--- src/rtl/alu_op_issuer_pkg.sv ---
// Shared opcode and FSM encodings for the ALU request issuer and its request FIFO.
package alu_op_issuer_pkg;

    typedef enum logic [2:0] {
        OpAdd  = 3'd0,
        OpSub  = 3'd1,
        OpXor  = 3'd2,
        OpSlt  = 3'd3,
        OpAnd  = 3'd4,
        OpNand = 3'd5,
        OpNor  = 3'd6,
        OpOr   = 3'd7
    } alu_op_e;

    typedef enum logic [1:0] {
        StIdle  = 2'd0,
        StIssue = 2'd1,
        StResp  = 2'd2
    } issue_state_e;

    localparam int unsigned OpW = 3;

    // FIFO payload is {op, a, b}.
    function automatic int unsigned payload_width(int unsigned width);
        return OpW + 2 * width;
    endfunction

endpackage

--- src/rtl/alu_req_fifo.sv ---
// Synchronous request FIFO holding {op, a, b}; push is ignored when full, pop when empty.
module alu_req_fifo
    import alu_op_issuer_pkg::*;
#(
    parameter int unsigned WIDTH = 32,
    parameter int unsigned DEPTH = 4
) (
    input  logic                              clk,
    input  logic                              rst_n,
    input  logic                              push_i,
    input  logic [payload_width(WIDTH)-1:0]   push_data_i,
    input  logic                              pop_i,
    output logic [payload_width(WIDTH)-1:0]   pop_data_o,
    output logic                              full_o,
    output logic                              empty_o
);

    localparam int unsigned PW   = payload_width(WIDTH);
    localparam int unsigned PtrW = $clog2(DEPTH);
    localparam logic [PtrW:0] DepthCnt = (PtrW + 1)'(DEPTH);

    logic [PW-1:0]   mem_q [DEPTH];
    logic [PtrW-1:0] wr_ptr_q, wr_ptr_d;
    logic [PtrW-1:0] rd_ptr_q, rd_ptr_d;
    logic [PtrW:0]   count_q, count_d;
    logic            push_en, pop_en;

    assign full_o     = (count_q == DepthCnt);
    assign empty_o    = (count_q == '0);
    assign push_en    = push_i && !full_o;
    assign pop_en     = pop_i && !empty_o;
    assign pop_data_o = mem_q[rd_ptr_q];

    // Pointers wrap naturally because DEPTH is a power of two.
    always_comb begin
        wr_ptr_d = wr_ptr_q;
        rd_ptr_d = rd_ptr_q;
        count_d  = count_q;
        if (push_en) wr_ptr_d = wr_ptr_q + PtrW'(1);
        if (pop_en)  rd_ptr_d = rd_ptr_q + PtrW'(1);
        unique case ({push_en, pop_en})
            2'b10:   count_d = count_q + (PtrW + 1)'(1);
            2'b01:   count_d = count_q - (PtrW + 1)'(1);
            default: count_d = count_q;
        endcase
    end

    always_ff @(posedge clk or negedge rst_n) begin
        if (!rst_n) begin
            wr_ptr_q <= '0;
            rd_ptr_q <= '0;
            count_q  <= '0;
        end else begin
            wr_ptr_q <= wr_ptr_d;
            rd_ptr_q <= rd_ptr_d;
            count_q  <= count_d;
        end
    end

    always_ff @(posedge clk) begin
        if (push_en) mem_q[wr_ptr_q] <= push_data_i;
    end

endmodule

--- src/rtl/alu_op_issuer.sv ---
// Queues ALU op requests, issues them with held operands, waits ALU_LAT cycles, returns result.
// Macro ALU_ISSUER_FLAGS_EN adds the rsp_flags port and the flag capture registers.
module alu_op_issuer
    import alu_op_issuer_pkg::*;
#(
    parameter int unsigned WIDTH   = 32,
    parameter int unsigned DEPTH   = 4,
    parameter int unsigned ALU_LAT = 1
) (
    input  logic             clk,
    input  logic             rst_n,
    input  logic             req_valid,
    output logic             req_ready,
    input  logic [2:0]       req_op,
    input  logic [WIDTH-1:0] req_a,
    input  logic [WIDTH-1:0] req_b,
    output logic [2:0]       alu_command,
    output logic [WIDTH-1:0] alu_a,
    output logic [WIDTH-1:0] alu_b,
    input  logic [WIDTH-1:0] alu_result,
    input  logic             alu_carryout,
    input  logic             alu_zero,
    input  logic             alu_overflow,
    output logic             rsp_valid,
    input  logic             rsp_ready,
    output logic [WIDTH-1:0] rsp_result
`ifdef ALU_ISSUER_FLAGS_EN
    ,
    output logic [2:0]       rsp_flags
`endif
);

    localparam int unsigned PW   = payload_width(WIDTH);
    localparam int unsigned CntW = (ALU_LAT > 1) ? $clog2(ALU_LAT) : 1;
    localparam logic [CntW-1:0] CntLast = CntW'(ALU_LAT - 1);

    logic [PW-1:0]    head_data;
    logic             fifo_full, fifo_empty, fifo_pop;

    issue_state_e     state_q, state_d;
    logic [CntW-1:0]  cnt_q, cnt_d;
    alu_op_e          cmd_q, cmd_d;
    logic [WIDTH-1:0] a_q, a_d;
    logic [WIDTH-1:0] b_q, b_d;
    logic             rsp_valid_q, rsp_valid_d;
    logic [WIDTH-1:0] rsp_result_q, rsp_result_d;
`ifdef ALU_ISSUER_FLAGS_EN
    logic [2:0]       flags_q, flags_d;
`else
    logic             unused_flags;
    assign unused_flags = ^{alu_carryout, alu_zero, alu_overflow};
`endif

    assign req_ready = !fifo_full;

    alu_req_fifo #(
        .WIDTH (WIDTH),
        .DEPTH (DEPTH)
    ) u_fifo (
        .clk         (clk),
        .rst_n       (rst_n),
        .push_i      (req_valid),
        .push_data_i ({req_op, req_a, req_b}),
        .pop_i       (fifo_pop),
        .pop_data_o  (head_data),
        .full_o      (fifo_full),
        .empty_o     (fifo_empty)
    );

    always_comb begin
        state_d      = state_q;
        cnt_d        = cnt_q;
        cmd_d        = cmd_q;
        a_d          = a_q;
        b_d          = b_q;
        rsp_valid_d  = rsp_valid_q;
        rsp_result_d = rsp_result_q;
        fifo_pop     = 1'b0;
`ifdef ALU_ISSUER_FLAGS_EN
        flags_d      = flags_q;
`endif
        unique case (state_q)
            StIdle: begin
                if (!fifo_empty) fifo_pop = 1'b1;
            end
            StIssue: begin
                if (cnt_q == CntLast) begin
                    rsp_valid_d  = 1'b1;
                    rsp_result_d = alu_result;
`ifdef ALU_ISSUER_FLAGS_EN
                    flags_d      = {alu_carryout, alu_zero, alu_overflow};
`endif
                    state_d      = StResp;
                end else begin
                    cnt_d = cnt_q + CntW'(1);
                end
            end
            StResp: begin
                if (rsp_ready) begin
                    rsp_valid_d = 1'b0;
                    state_d     = StIdle;
                    if (!fifo_empty) fifo_pop = 1'b1;
                end
            end
            default: state_d = StIdle;
        endcase
        // A pop from either IDLE or RESP loads the ALU operands and restarts the latency count.
        if (fifo_pop) begin
            cmd_d   = alu_op_e'(head_data[PW-1 -: OpW]);
            a_d     = head_data[2*WIDTH-1 -: WIDTH];
            b_d     = head_data[WIDTH-1:0];
            cnt_d   = '0;
            state_d = StIssue;
        end
    end

    always_ff @(posedge clk or negedge rst_n) begin
        if (!rst_n) begin
            state_q      <= StIdle;
            cnt_q        <= '0;
            cmd_q        <= OpAdd;
            a_q          <= '0;
            b_q          <= '0;
            rsp_valid_q  <= 1'b0;
            rsp_result_q <= '0;
`ifdef ALU_ISSUER_FLAGS_EN
            flags_q      <= '0;
`endif
        end else begin
            state_q      <= state_d;
            cnt_q        <= cnt_d;
            cmd_q        <= cmd_d;
            a_q          <= a_d;
            b_q          <= b_d;
            rsp_valid_q  <= rsp_valid_d;
            rsp_result_q <= rsp_result_d;
`ifdef ALU_ISSUER_FLAGS_EN
            flags_q      <= flags_d;
`endif
        end
    end

    assign alu_command = cmd_q;
    assign alu_a       = a_q;
    assign alu_b       = b_q;
    assign rsp_valid   = rsp_valid_q;
    assign rsp_result  = rsp_result_q;
`ifdef ALU_ISSUER_FLAGS_EN
    assign rsp_flags   = flags_q;
`endif

endmodule

--- config.mk ---
export PLATFORM = sky130hd
export DESIGN_NAME = alu_op_issuer
export DESIGN_NICKNAME = d
export VERILOG_FILES = /design/src/rtl/alu_op_issuer_pkg.sv /design/src/rtl/alu_req_fifo.sv /design/src/rtl/alu_op_issuer.sv
export SDC_FILE = /design/constraint.sdc
export NUM_CORES = 1
export LEC_CHECK = 0
export CORE_MARGIN = 2
export CORE_UTILIZATION = 54
export DETAILED_ROUTE_END_ITERATION = 6
export GPL_ROUTABILITY_DRIVEN = 0
export GPL_TIMING_DRIVEN = 0
export PLACE_DENSITY = 0.8
export SLEW_MARGIN = 15
export SYNTH_ARGS = -nofsm -noshare
export SYNTH_HDL_FRONTEND = slang
export SYNTH_SLANG_ARGS = --single-unit
--- constraint.sdc ---
create_clock -name clk -period 3.44 [get_ports clk]
set_clock_uncertainty 0.2 [all_clocks]
set_input_delay 1.032 -clock clk [delete_from_list [all_inputs] [get_ports clk]]
set_output_delay 1.032 -clock clk [all_outputs]
set_load 0.1 [all_outputs]
======== Word-level counts from Yosys, hierarchy flattened ========
Memory sizes are Yosys's and may differ from the RTL's. A register that Yosys moved wholly into a read port is not among the register bits.
Index checks and enable logic that the tools add are counted.
word-level totals
  bits in registers ....................... 43
  latch bits .............................. 0
  memory bits (writable) .................. 268
  ROM bits ................................ 0
  bits of input ports ..................... 106
  memories kept ........................... 1
memory list
  memory        depth  width  rd ports  clocked after Yosys merged registers in  write ports  line                source
  u_fifo.mem_q  4      67     1         1                                        1            alu_req_fifo.sv:22  logic [PW-1:0] mem_q [DEPTH];
cells by class
  $add $sub $neg .......................... 5
  multiply operators ...................... 0
  divide/modulo/power cells ............... 0
  $lt $le $gt $ge ......................... 0
  equal/unequal tests ..................... 10
  shift-type cells ........................ 0
  muxes and demuxes ....................... 16
  bitwise operators ....................... 1
  reduce and logical (&&, ||, !) cells .... 13
operators by type and width
  cell                 count
  $mux 1               9
  $mux 2               3
  $ne 3x2->1 const B   2
  $pmux 2 s3           1
  $pmux 3 s2           1
  $reduce_and 3->1     2
  $reduce_bool 2->1    3
  $add 2x1->2 const B  2
  $eq 2x1->1 const B   2
  $eq 2x2->1 const B   2
  $ne 2x2->1 const B   2
  $pmux 1 s2           2
  $add 3x1->3 const B  1
  $eq 3x3->1 const B   1
  $logic_not 1->1      3
  $logic_not 3->1      1
  $sub 3x1->3 const B  1
  $logic_and 1x1->1    2
  $logic_not 2->1      1
  $ne 2x1->1 const B   1
  $reduce_and 2->1     1
  $add 1x1->1 const B  1
  $not 1->1            1

======== Logic depth before layout (Yosys ltp) ========
  word-level depth ........................ 7
  depth in mapped cells ................... 10
  depth with buffers taken out ............ 9

======== Modules after synthesis ========
Synthesis repeated with hierarchy kept, for this count alone.
unflattened totals
  cells, all modules ...................... 610
  area total of the unflattened synthesis .. 13993.4 um2
by module, submodules not included
  module         times used  cells each  area each (um2)  seq. area each (um2)
  alu_req_fifo   1           388         10093.4          8222.9
  alu_op_issuer  1           222         3900.0           2552.4

======== Worst setup path before layout ========
Ideal clock, no wire load.
  path type ............................... register to register
  start ................................... register u_fifo.count_q[2]
  end ..................................... memory u_fifo.mem_q[0][0] (netlist bit) (enable)
  library setup time ...................... 0.433 ns
  data arrival time ....................... 2.960 ns
  path slack .............................. -0.153 ns
  stages on the path, launching flop included .. 3
  clock period less this slack ............ 3.593 ns
  path through ............................ dfrtp_1 -> or3b_1 -> and3_1
on the way
  cells in the longest elaborated chain, start to end .. 5
RTL lines
  what                          line                 source
  from (decl)                   alu_req_fifo.sv:25   logic [PtrW:0] count_q, count_d;
  from (signal assigned)        alu_req_fifo.sv:56   count_q <= count_d;
  $eq 3x3->1                    alu_req_fifo.sv:28   assign full_o = (count_q == DepthCnt);
  $logic_not 1->1               -
  net req_ready                 alu_op_issuer.sv:13  output logic req_ready,
  $logic_and 1x1->1             alu_req_fifo.sv:30   assign push_en = push_i && !full_o;
  $mux 1                        alu_req_fifo.sv:61   if (push_en) mem_q[wr_ptr_q] <= push_data_i;
  $mux 1 (not written as such)  alu_req_fifo.sv:61
  to (decl)                     alu_req_fifo.sv:22
The timed path passes the listed nets, and every way through them passes these cells.

======== Worst setup path in the final report ========
  start ................................... register u_fifo.count_q[2]
  end ..................................... output req_ready
on the way
  cells in the longest elaborated chain, start to end .. 2
RTL lines
  what             line                 source
  $eq 3x3->1       alu_req_fifo.sv:28
  $logic_not 1->1  alu_op_issuer.sv:54  assign req_ready = !fifo_full;
  to (decl)        alu_op_issuer.sv:13
No other way between the ends.

==> results.toml <==
[drt]
avgRoutedWirePerCell_um = 22.27
top_layer = "met5"
routed_wl_um = 27110
drtPass1Iterations = 4
wl_met3_um = 1530
wl_met2_um = 14020
num_vias = 6762
drc = 0
drt_first_iter_violations = 507
via_per_inst = 5.556
ant_nets = 0
met1_length_um = 10870

[cells_and_area]
final_cells = 1217
diodes = 0
drive_above_1_share_pct = 29.31
stdcell_area_um2 = 17830
area_delta_synth_final_pct = 28.30
num-nets-final = 969
fill_cells = 1526

[floorplanning]
die_w_um = 164.4
io_pins = 207
row_count = 58
fp.dieH_um = 164.4
core_um2 = 25250
dieArea_um2 = 27030
initial_core_util_pct = 55.01

[timing]
rsz0062_at_grt = "no"
fmax_ghz = 0.2975
setup_viol = 0
max_slew.worst_pin.slew_ns = 1.041
hold_violations = 0
fin_crit_ns = 3.362
slew-limit-headroom_pct = 30.36
fin_crit_sh_pct = 97.72
setup_slack_ns = 0.07834
slew_violations = 0

[worst_setup_path]
worstSetupEndpointType = "output port"
r2r_slack_ns = 0.68
r2r-end = "u_fifo.count_q[2]$_DFFE_PN0P_"
critPathLaunchType = "register"
crit_path_max_incr_delay_ns = 0.90
cp_max_fo = 6
crit_type = "register to output port"
slowest_stage = "dlygate4sd2_1"
r2r-start = "state_q[1]$_DFFE_PN0P_"
rr_worst_depth = 10
arrival_ns = 2.13
cp_cell_sequence = "or3b_1 > dlygate4sd2_1"
critPathRequiredTime_ns = 2.21
setup.worst_path.start = "u_fifo.count_q[2]$_DFFE_PN0P_"

[cts]
cts.path.max_buffers = 3
cts_inserted_buffers = 38
cts_tree = "built"
numClockSinks = 377
cts.clk_slew.worst_paths_ns = 0.06
clkLatencyLatePin_ns = 0.52
cts_root_buf = "clkbuf_16"
h-tree-depth = 2

[global_routing]
track_usage_pct = 20.51
overflow = 0
grt_pass1_wl_um = 41250
grt_pass1_vias = 7419
grt_max_degree = 79
antenna_found_initial = 1

[place]
portBuffers = 203
dpl_cell_area_um2 = 16500
numPlacedInstances = 1146
dp_hpwl_um = 16900
pre_cts_ws_ns = -0.7491

[synth]
ys_seq_area_share_pct = 77.56
netlist-cell-type-count = 28
synth.avg_cell_area_um2 = 22.85
synth_cells = 608
synth_area_um2 = 13890
yosys_warnings = 0
synth.net_count = 720
ys_ff_latch = 377

[run_status]
status = "complete, no violations"

[hold_path]
hold_class = "primary input to asynchronous set/reset pin"

[flow_run]
max-cap-violations = 0
==> registers in the layout, indices dropped and copies added (netlist names) <==
name and count:
alu_a 32, alu_b 32, alu_command 3, rsp_result 32, rsp_valid 1, state_q 2
u_fifo.count_q 3, u_fifo.mem_q 268, u_fifo.rd_ptr_q 2, u_fifo.wr_ptr_q 2
==> kinds of logic after synthesis <==
kind of cell	Yosys count	synth area share, %
buffers and inverters	34	1.432
flip-flops	377	77.56
adder cells (fa/ha/maj)	6	0.5944
multiplexers	168	19.25
XOR/XNOR	6	0.3782
AND/OR/NAND/NOR	14	0.6574
AO/OA/AOI/OAI	3	0.1261
==> cell type report <==
cell class	count	area, um2	share of cell area, %
plain buffers	26	168.9	0.9476
clock buffers	48	1060	5.945
clock inverters	22	256.5	1.439
inverters	8	30.03	0.1685
multi-input cells	197	2945	16.52
flip-flops and latches	377	10780	60.45
well taps	330	412.9	2.316
repair buffers	209	2177	12.21
==> Yosys cell counts <==
library cell    n  share of area, %
mux2_4          8              0.86
and3_1          4              0.18
and2_1          1             0.045
nor2_1          2             0.054
or3b_1          1             0.063
buf_2          16              0.58
mux4_2         67                11
nor3_1          1             0.036
mux2i_1         1             0.072
a21o_1          1             0.054
nor3_2          2              0.14
ha_1            5              0.45
nand2_1         1             0.027
buf_12          2              0.29
buf_1           1             0.027
edfxtp_1      268                58
a21oi_1         2             0.072
buf_4           1             0.054
clkbuf_1        4              0.11
nor2b_1         1             0.045
xnor2_1         2              0.13
xor2_1          4              0.25
mux2_2         92               7.5
fa_1            1              0.14
buf_6           2              0.16
inv_1           8              0.22
nor4b_1         1             0.063
dfrtp_1       109                20
==> layout by cell type (no fill, tap or decap), types with 3 or more instances in the layout <==
master | synthesis | routed
edfxtp_1 | 268 | 268
clkdlybuf4s50_1 | 0 | 201
dfrtp_1 | 109 | 109
mux2_2 | 92 | 92
mux4_2 | 67 | 67
clkbuf_16 | 0 | 39
buf_2 | 16 | 16
inv_1 | 8 | 8
clkbuf_1 | 4 | 8
mux2_4 | 8 | 8
clkinv_1 | 0 | 7
ha_1 | 5 | 5
clkbuf_8 | 0 | 5
bufinv_16 | 0 | 5
clkinv_2 | 0 | 5
buf_16 | 0 | 5
and3_4 | 0 | 4
xor2_1 | 4 | 4
buf_6 | 2 | 3
clkinvlp_4 | 0 | 3
==> worst max path at each step <==
stage,end,cells past startpoint
after floorplan,u_fifo.count_q[2]$_DFFE_PN0P_,10
after global placement,rsp_result[2]$_DFFE_PN0P_,1
after detailed placement,u_fifo.count_q[2]$_DFFE_PN0P_,11
after CTS,req_ready,2
after global routing,u_fifo.count_q[2]$_DFFE_PN0P_,11
final,req_ready,2
==> metal layers <==
metal  global-route usage [%]  vias to the layer above
met5                        0                        -
met4                    6.601                        2
met3                    3.842                       56
met2                    35.83                      225
met1                    26.30                     3537
li1                         -                     2942
==> timing repair <==
action,CTS,global route
endpoints found under the setup margin,3,0
hold endpoints to repair,0,0
resized for setup,2,0
setup buffers,1,0
hold buffers,0,0
==> metrics by stage <==
| stage | hold WS [ns] | setup TNS [ns] | util [%] |
|---|---|---|---|
| after global placement | 0.2706 | -444.18 | 64.71 |
| after global routing | 0.2151 | 0 | 70.59 |
| final | 0.2026 | 0 | 70.59 |
| after floorplan | 0.2569 | 0 | - |
| after CTS | 0.1995 | 0 | 70.59 |
| after detailed placement | 0.2776 | -1.382 | 65.32 |
==> worst max-delay path: cells and delay by family (launching register included) <==
family	cells	cell delay [ns]
buf+inv	1	0.90
flops	1	0.41
simple gates	1	0.30
Power is left out: the tool's default activity adds up to more than one toggle a clock period on the data nets, which glitch-free logic cannot reach.
